<file path="config.mk">
export PLATFORM = sky130hd
export DESIGN_NAME = down_timer_ctrl
export DESIGN_NICKNAME = d
export VERILOG_FILES = /design/src/rtl/down_timer_pkg.sv /design/src/rtl/down_cnt_core.sv /design/src/rtl/down_timer_ctrl.sv
export SDC_FILE = /design/constraint.sdc
export NUM_CORES = 1
export LEC_CHECK = 0
export CELL_PAD_IN_SITES_DETAIL_PLACEMENT = 0
export CELL_PAD_IN_SITES_GLOBAL_PLACEMENT = 1
export CORE_MARGIN = 10
export CORE_UTILIZATION = 33
export CTS_CLUSTER_SIZE = 20
export DETAILED_ROUTE_END_ITERATION = 8
export PLACE_DENSITY_LB_ADDON = 0.1
export SLEW_MARGIN = 15
export SYNTH_ARGS = -nofsm -noshare
export SYNTH_HDL_FRONTEND = slang
export SYNTH_SLANG_ARGS = --single-unit
</file>
<file path="constraint.sdc">
create_clock -name clk -period 1.82 [get_ports clk]
set_clock_uncertainty 0.15 [all_clocks]
set_input_delay 0.546 -clock clk [delete_from_list [all_inputs] [get_ports clk]]
set_output_delay 0.546 -clock clk [all_outputs]
set_load 0.02 [all_outputs]
</file>
<file path="src/rtl/down_timer_pkg.sv">
// Shared definitions for the down_timer_ctrl slice: FSM state encoding and default widths.
package down_timer_pkg;

    localparam int DEFAULT_WIDTH      = 4;
    localparam int DEFAULT_PRESCALE_W = 4;

    typedef enum logic [2:0] {
        IDLE = 3'd0,
        LOAD = 3'd1,
        RUN  = 3'd2,
        HOLD = 3'd3,
        DONE = 3'd4
    } state_t;

    function automatic logic is_busy(input state_t s);
        return (s == LOAD) || (s == RUN) || (s == HOLD);
    endfunction

endpackage

</file>
<file path="src/rtl/down_cnt_core.sv">
// Down-count register with synchronous clear, parallel load and a non-wrapping decrement.
module down_cnt_core
    import down_timer_pkg::*;
#(
    parameter int WIDTH = DEFAULT_WIDTH
) (
    input  logic             clk,
    input  logic             reset_n,
    input  logic             clr_i,
    input  logic             load_i,
    input  logic [WIDTH-1:0] load_val_i,
    input  logic             en_i,
    output logic [WIDTH-1:0] value_o,
    output logic             zero_o
);

    logic [WIDTH-1:0] value_q;
    logic [WIDTH-1:0] value_d;

    // Next count: clear beats load beats decrement; zero is sticky under enable.
    always_comb begin
        value_d = value_q;
        if (clr_i) begin
            value_d = '0;
        end else if (load_i) begin
            value_d = load_val_i;
        end else if (en_i && (value_q != '0)) begin
            value_d = value_q - WIDTH'(1);
        end else begin
            value_d = value_q;
        end
    end

    // Count register.
    always_ff @(posedge clk or negedge reset_n) begin
        if (!reset_n) begin
            value_q <= '0;
        end else begin
            value_q <= value_d;
        end
    end

    assign value_o = value_q;
    assign zero_o  = (value_q == '0);

endmodule

</file>
<file path="src/rtl/down_timer_ctrl.sv">
// Prescaled one-shot down timer: FSM and prescaler around a down_cnt_core.
// Define DOWN_TIMER_AUTORELOAD_EN to make DONE reload the timer (periodic mode).
module down_timer_ctrl
    import down_timer_pkg::*;
#(
    parameter int WIDTH      = DEFAULT_WIDTH,
    parameter int PRESCALE_W = DEFAULT_PRESCALE_W
) (
    input  logic                  clk,
    input  logic                  reset_n,
    input  logic                  start,
    input  logic                  stop,
    input  logic                  pause,
    input  logic [WIDTH-1:0]      load_val,
    input  logic [PRESCALE_W-1:0] prescale,
    output logic [WIDTH-1:0]      q,
    output logic                  busy,
    output logic                  done,
    output logic [2:0]            state
);

    state_t                state_q;
    state_t                state_d;
    logic [PRESCALE_W-1:0] pc_q;
    logic [PRESCALE_W-1:0] pc_d;
    logic                  busy_q;
    logic                  done_q;

    logic                  cnt_clr_s;
    logic                  cnt_load_s;
    logic                  cnt_en_s;
    logic [WIDTH-1:0]      cnt_val_s;
    logic                  cnt_zero_s;

    down_cnt_core #(
        .WIDTH (WIDTH)
    ) u_cnt (
        .clk        (clk),
        .reset_n    (reset_n),
        .clr_i      (cnt_clr_s),
        .load_i     (cnt_load_s),
        .load_val_i (load_val),
        .en_i       (cnt_en_s),
        .value_o    (cnt_val_s),
        .zero_o     (cnt_zero_s)
    );

    // Next-state, prescaler and count-control decode; stop overrides every state.
    always_comb begin
        state_d    = state_q;
        pc_d       = pc_q;
        cnt_clr_s  = 1'b0;
        cnt_load_s = 1'b0;
        cnt_en_s   = 1'b0;
        if (stop) begin
            state_d   = IDLE;
            pc_d      = '0;
            cnt_clr_s = 1'b1;
        end else begin
            case (state_q)
                IDLE: begin
                    if (start) begin
                        state_d = LOAD;
                    end else begin
                        state_d = IDLE;
                    end
                end
                LOAD: begin
                    cnt_load_s = 1'b1;
                    pc_d       = prescale;
                    if (load_val == '0) begin
                        state_d = DONE;
                    end else begin
                        state_d = RUN;
                    end
                end
                RUN: begin
                    if (pause) begin
                        state_d = HOLD;
                    end else if (pc_q != '0) begin
                        pc_d = pc_q - PRESCALE_W'(1);
                    end else if (cnt_zero_s) begin
                        state_d = DONE;
                    end else begin
                        // Prescaler expired: one decrement, then reload from the live prescale.
                        cnt_en_s = 1'b1;
                        pc_d     = prescale;
                        if (cnt_val_s == WIDTH'(1)) begin
                            state_d = DONE;
                        end else begin
                            state_d = RUN;
                        end
                    end
                end
                HOLD: begin
                    if (!pause) begin
                        state_d = RUN;
                    end else begin
                        state_d = HOLD;
                    end
                end
                DONE: begin
                    if (start) begin
                        state_d = LOAD;
                    end else begin
`ifdef DOWN_TIMER_AUTORELOAD_EN
                        state_d = LOAD;
`else
                        state_d = IDLE;
`endif
                    end
                end
                default: begin
                    state_d   = IDLE;
                    pc_d      = '0;
                    cnt_clr_s = 1'b1;
                end
            endcase
        end
    end

    // FSM state, prescaler and registered Moore flags.
    always_ff @(posedge clk or negedge reset_n) begin
        if (!reset_n) begin
            state_q <= IDLE;
            pc_q    <= '0;
            busy_q  <= 1'b0;
            done_q  <= 1'b0;
        end else begin
            state_q <= state_d;
            pc_q    <= pc_d;
            busy_q  <= is_busy(state_d);
            done_q  <= (state_d == DONE);
        end
    end

    assign q     = cnt_val_s;
    assign busy  = busy_q;
    assign done  = done_q;
    assign state = state_q;

endmodule

</file>
==> qor.yml <==
worstRegToRegCells: 7
endpoint: "pc_q[2]"
synth_nets: 119
cts_max_level: 1
grt_start_max_net_pins: 14
antenna_left: 0
drt-initial-drc-count: 29
comb_power_share: 0.511
avgSynthCellArea_sq_um: 9.40
fill_cells: 255
chipWidth_um: 73.9
layout.nets: 181
multi_input_area_sq_um: 738
drc: 0
cts_buffers: 3
synth_cells: 102
dp_hpwl_mm: 2.36
area_delta_synth_final_pct: 76.4
clockBufferDepth: 2
worst_pin_slew_ns: 0.453
yosysSeqAreaShare: 0.339
dieArea_sq_um: 5460
min_period_over_period: 1.07
power.internal_mw: 0.689
crit_type: "reg -> reg"
start_util: 0.348
diodes: 0
cp-start-kind: "flip-flop"
finalSetupViolCount: 11
p_per_area_nw_per_um2: 646
grt_pass1_wl_mm: 5.12
wl_per_cell_um: 16.4
regArea_sq_um: 329
hold_path_class: "in -> async"
synth_top_area_frac: 0.339
cts_tree: "yes"
grt-ovfl-total: 0
outcome: "finished with violations"
top_layer: "met4"
grt_antenna_before_repair: 0
wl_met1_mm: 1.29
ys_warn_count: 0
cp.required_ns: 1.86
vias_per_cell: 5.25
p_clk_frac: 0.182
final_cells: 194
cts.sinks: 13
setup_ws_ns: -0.129
maxSlewHeadroom: 0.698
dp_cells: 184
fmax_ghz: 0.513
met3WireLength_um: 95
gr-usage-all-layers: 0.118
met2WireLength_mm: 1.75
crit_fanout: 4
cp.arrival_ns: 1.99
yosysTopAreaCell: "dfrtp_1"
ir_worst_vdd_mv: 0.505
violations: "negative setup slack"
ios: 22
die_h_um: 73.9
rows: 19
vias: 1018
synthDistinctLibCells: 44
drt-total-wl_mm: 3.17
min_period_ns: 1.95
setup-tns-final_ns: -1.05
p_total_mw: 1.09
regToRegSetupSlack_ns: -0.13
place_congestion: 0.788
power_leakage_nw: 0.739
synth_edf_count: 0
clk_pin_slew_ns: 0.11
synth.ff_latch_count: 13
grt_pass1_vias: 1102
finish.utilization: 0.613
cts-root-buf: "clkbuf_4"
startpoint: "pc_q[1]"
synth-async-reset-ratio: 1.00
synth_area_sq_um: 958
maxCapViolCount: 0
drive_above_1_share: 0.479
reg2reg_to: "pc_q[2]"
p_sw_mw: 0.402
crit_path_end_kind: "flip-flop"
seqPwrFrac: 0.308
drv_slew: 0
hold_violations: 0
place_area_sq_um: 1500
r2r-start: "pc_q[1]"
firstDrtPassIters: 4
grt_setup_unrepaired: "yes"
final_area_sq_um: 1690
worstSkewPairLatency_ns: 0.28
core_sq_um: 2760
synth_area_leaders: "dfrtp_1 (34%), ha_1 (5.2%), inv_1 (3.5%)"
synth_flop_cell: "dfrtp_1"
p_sw_frac: 0.368
numPortBuffers: 21
-- layout by cell type (no fill, tap or decap), types with 2 or more instances in the layout --
cell type and n:
nor3b_2 2, mux2i_1 2, a221oi_2 2, or2b_1 2, dfrtp_2 3, a32oi_1 2, a22oi_2 2, a21o_1 2
a31oi_2 2, dlygate4sd2_1 7, inv_2 4, ha_1 2, or3b_4 2, inv_1 5, buf_6 5, ha_4 2
a21oi_1 3, nand2_1 6, clkbuf_4 3, buf_4 34, dfrtp_1 10, clkdlybuf4s50_1 11, nor2b_1 3, o21bai_1 2
nor2_1 9
-- power by group through the flow --
stage | Clock (mW) | Sequential [mW] | Combinational (mW)
after floorplan | 0 | 0.371 | 0.228
final | 0.198 | 0.336 | 0.557
after detailed placement | 0 | 0.342 | 0.475
after global placement | 0 | 0.341 | 0.472
after global routing | 0.214 | 0.340 | 0.604
after CTS | 0.204 | 0.336 | 0.523
-- critical path: stages, from the launching register on --
cell      delay [ns]
dfrtp_1         0.41
inv_2           0.08
ha_4            0.13
or3b_4          0.42
o211ai_4        0.24
buf_6           0.14
a22oi_2         0.06
a221oi_2        0.22
-- registers in the layout, indices dropped and copies added (netlist names) --
name,count
pc_q,4
u_cnt.value_o,4
state,3
busy,1
done,1
-- cell type report --
class / instances / area share
timing repair buffer: 60 / 0.310
sequential: 13 / 0.195
inverter: 9 / 0.0200
tap: 31 / 0.0229
multi-input combinational: 77 / 0.437
clock buffer: 4 / 0.0155
-- logic make-up (layout without fill, tap and decap cells) --
group           count (synthesis)  in the layout  synth area share
compound gates                 32             32             0.277
flops                          13             13             0.339
fa+ha+maj                       4              4            0.0522
buf+inv                        12             73            0.0522
simple gates                   38             38             0.249
xor+xnor                        1              1           0.00914
mux                             2              2            0.0209
-- worst min path at each step --
stage / startpoint / to / slack, ns / cells past startpoint
global placement: pc_q[2] / pc_q[2] / 0.43 / 2
global route: reset_n / u_cnt.value_o[2] / 0.42 / 2
detailed placement: pc_q[2] / pc_q[2] / 0.43 / 2
floorplan: reset_n / busy / 0.10 / 0
finish: reset_n / u_cnt.value_o[1] / 0.40 / 2
CTS: reset_n / u_cnt.value_o[2] / 0.41 / 2
-- cell usage after synthesis, types with 2 or more instances --
library cell  number
a21o_1             2
a22oi_1            2
nor4_1             2
a21oi_1            4
ha_1               4
o21bai_1           3
o21ai_0            3
inv_1              9
nand2_1            6
or2b_1             2
o32ai_1            2
dfrtp_1           13
a221oi_2           2
a32oi_1            3
mux2i_1            2
nor2_1             9
a31oi_1            3
nor2b_1            3
or3b_1             3
-- timing repair --
| item | 4_1_cts | 5_1_grt |
|---|---|---|
| pin swaps | 15 | 3 |
| setup endpoints to repair | 20 | 14 |
| resized for setup | 31 | 11 |
| buffers inserted | 4 | 2 |
| hold buffers | 0 | 0 |
-- metal layers --
metal	global-route usage	up-vias
li1	-	506
met1	0.128	494
met2	0.223	14
met3	0.0215	4
met4	0.0311	0
met5	0	-
-- through the flow --
step	hold WS (ns)	setup WS (ns)
2_1_floorplan	0.100	-0.149
3_3_place_gp	0.431	-0.420
3_5_place_dp	0.430	-0.448
4_1_cts	0.410	-0.130
5_1_grt	0.417	-0.197
6_report	0.404	-0.129
No activity file was read; power rests on OpenSTA's default activity.
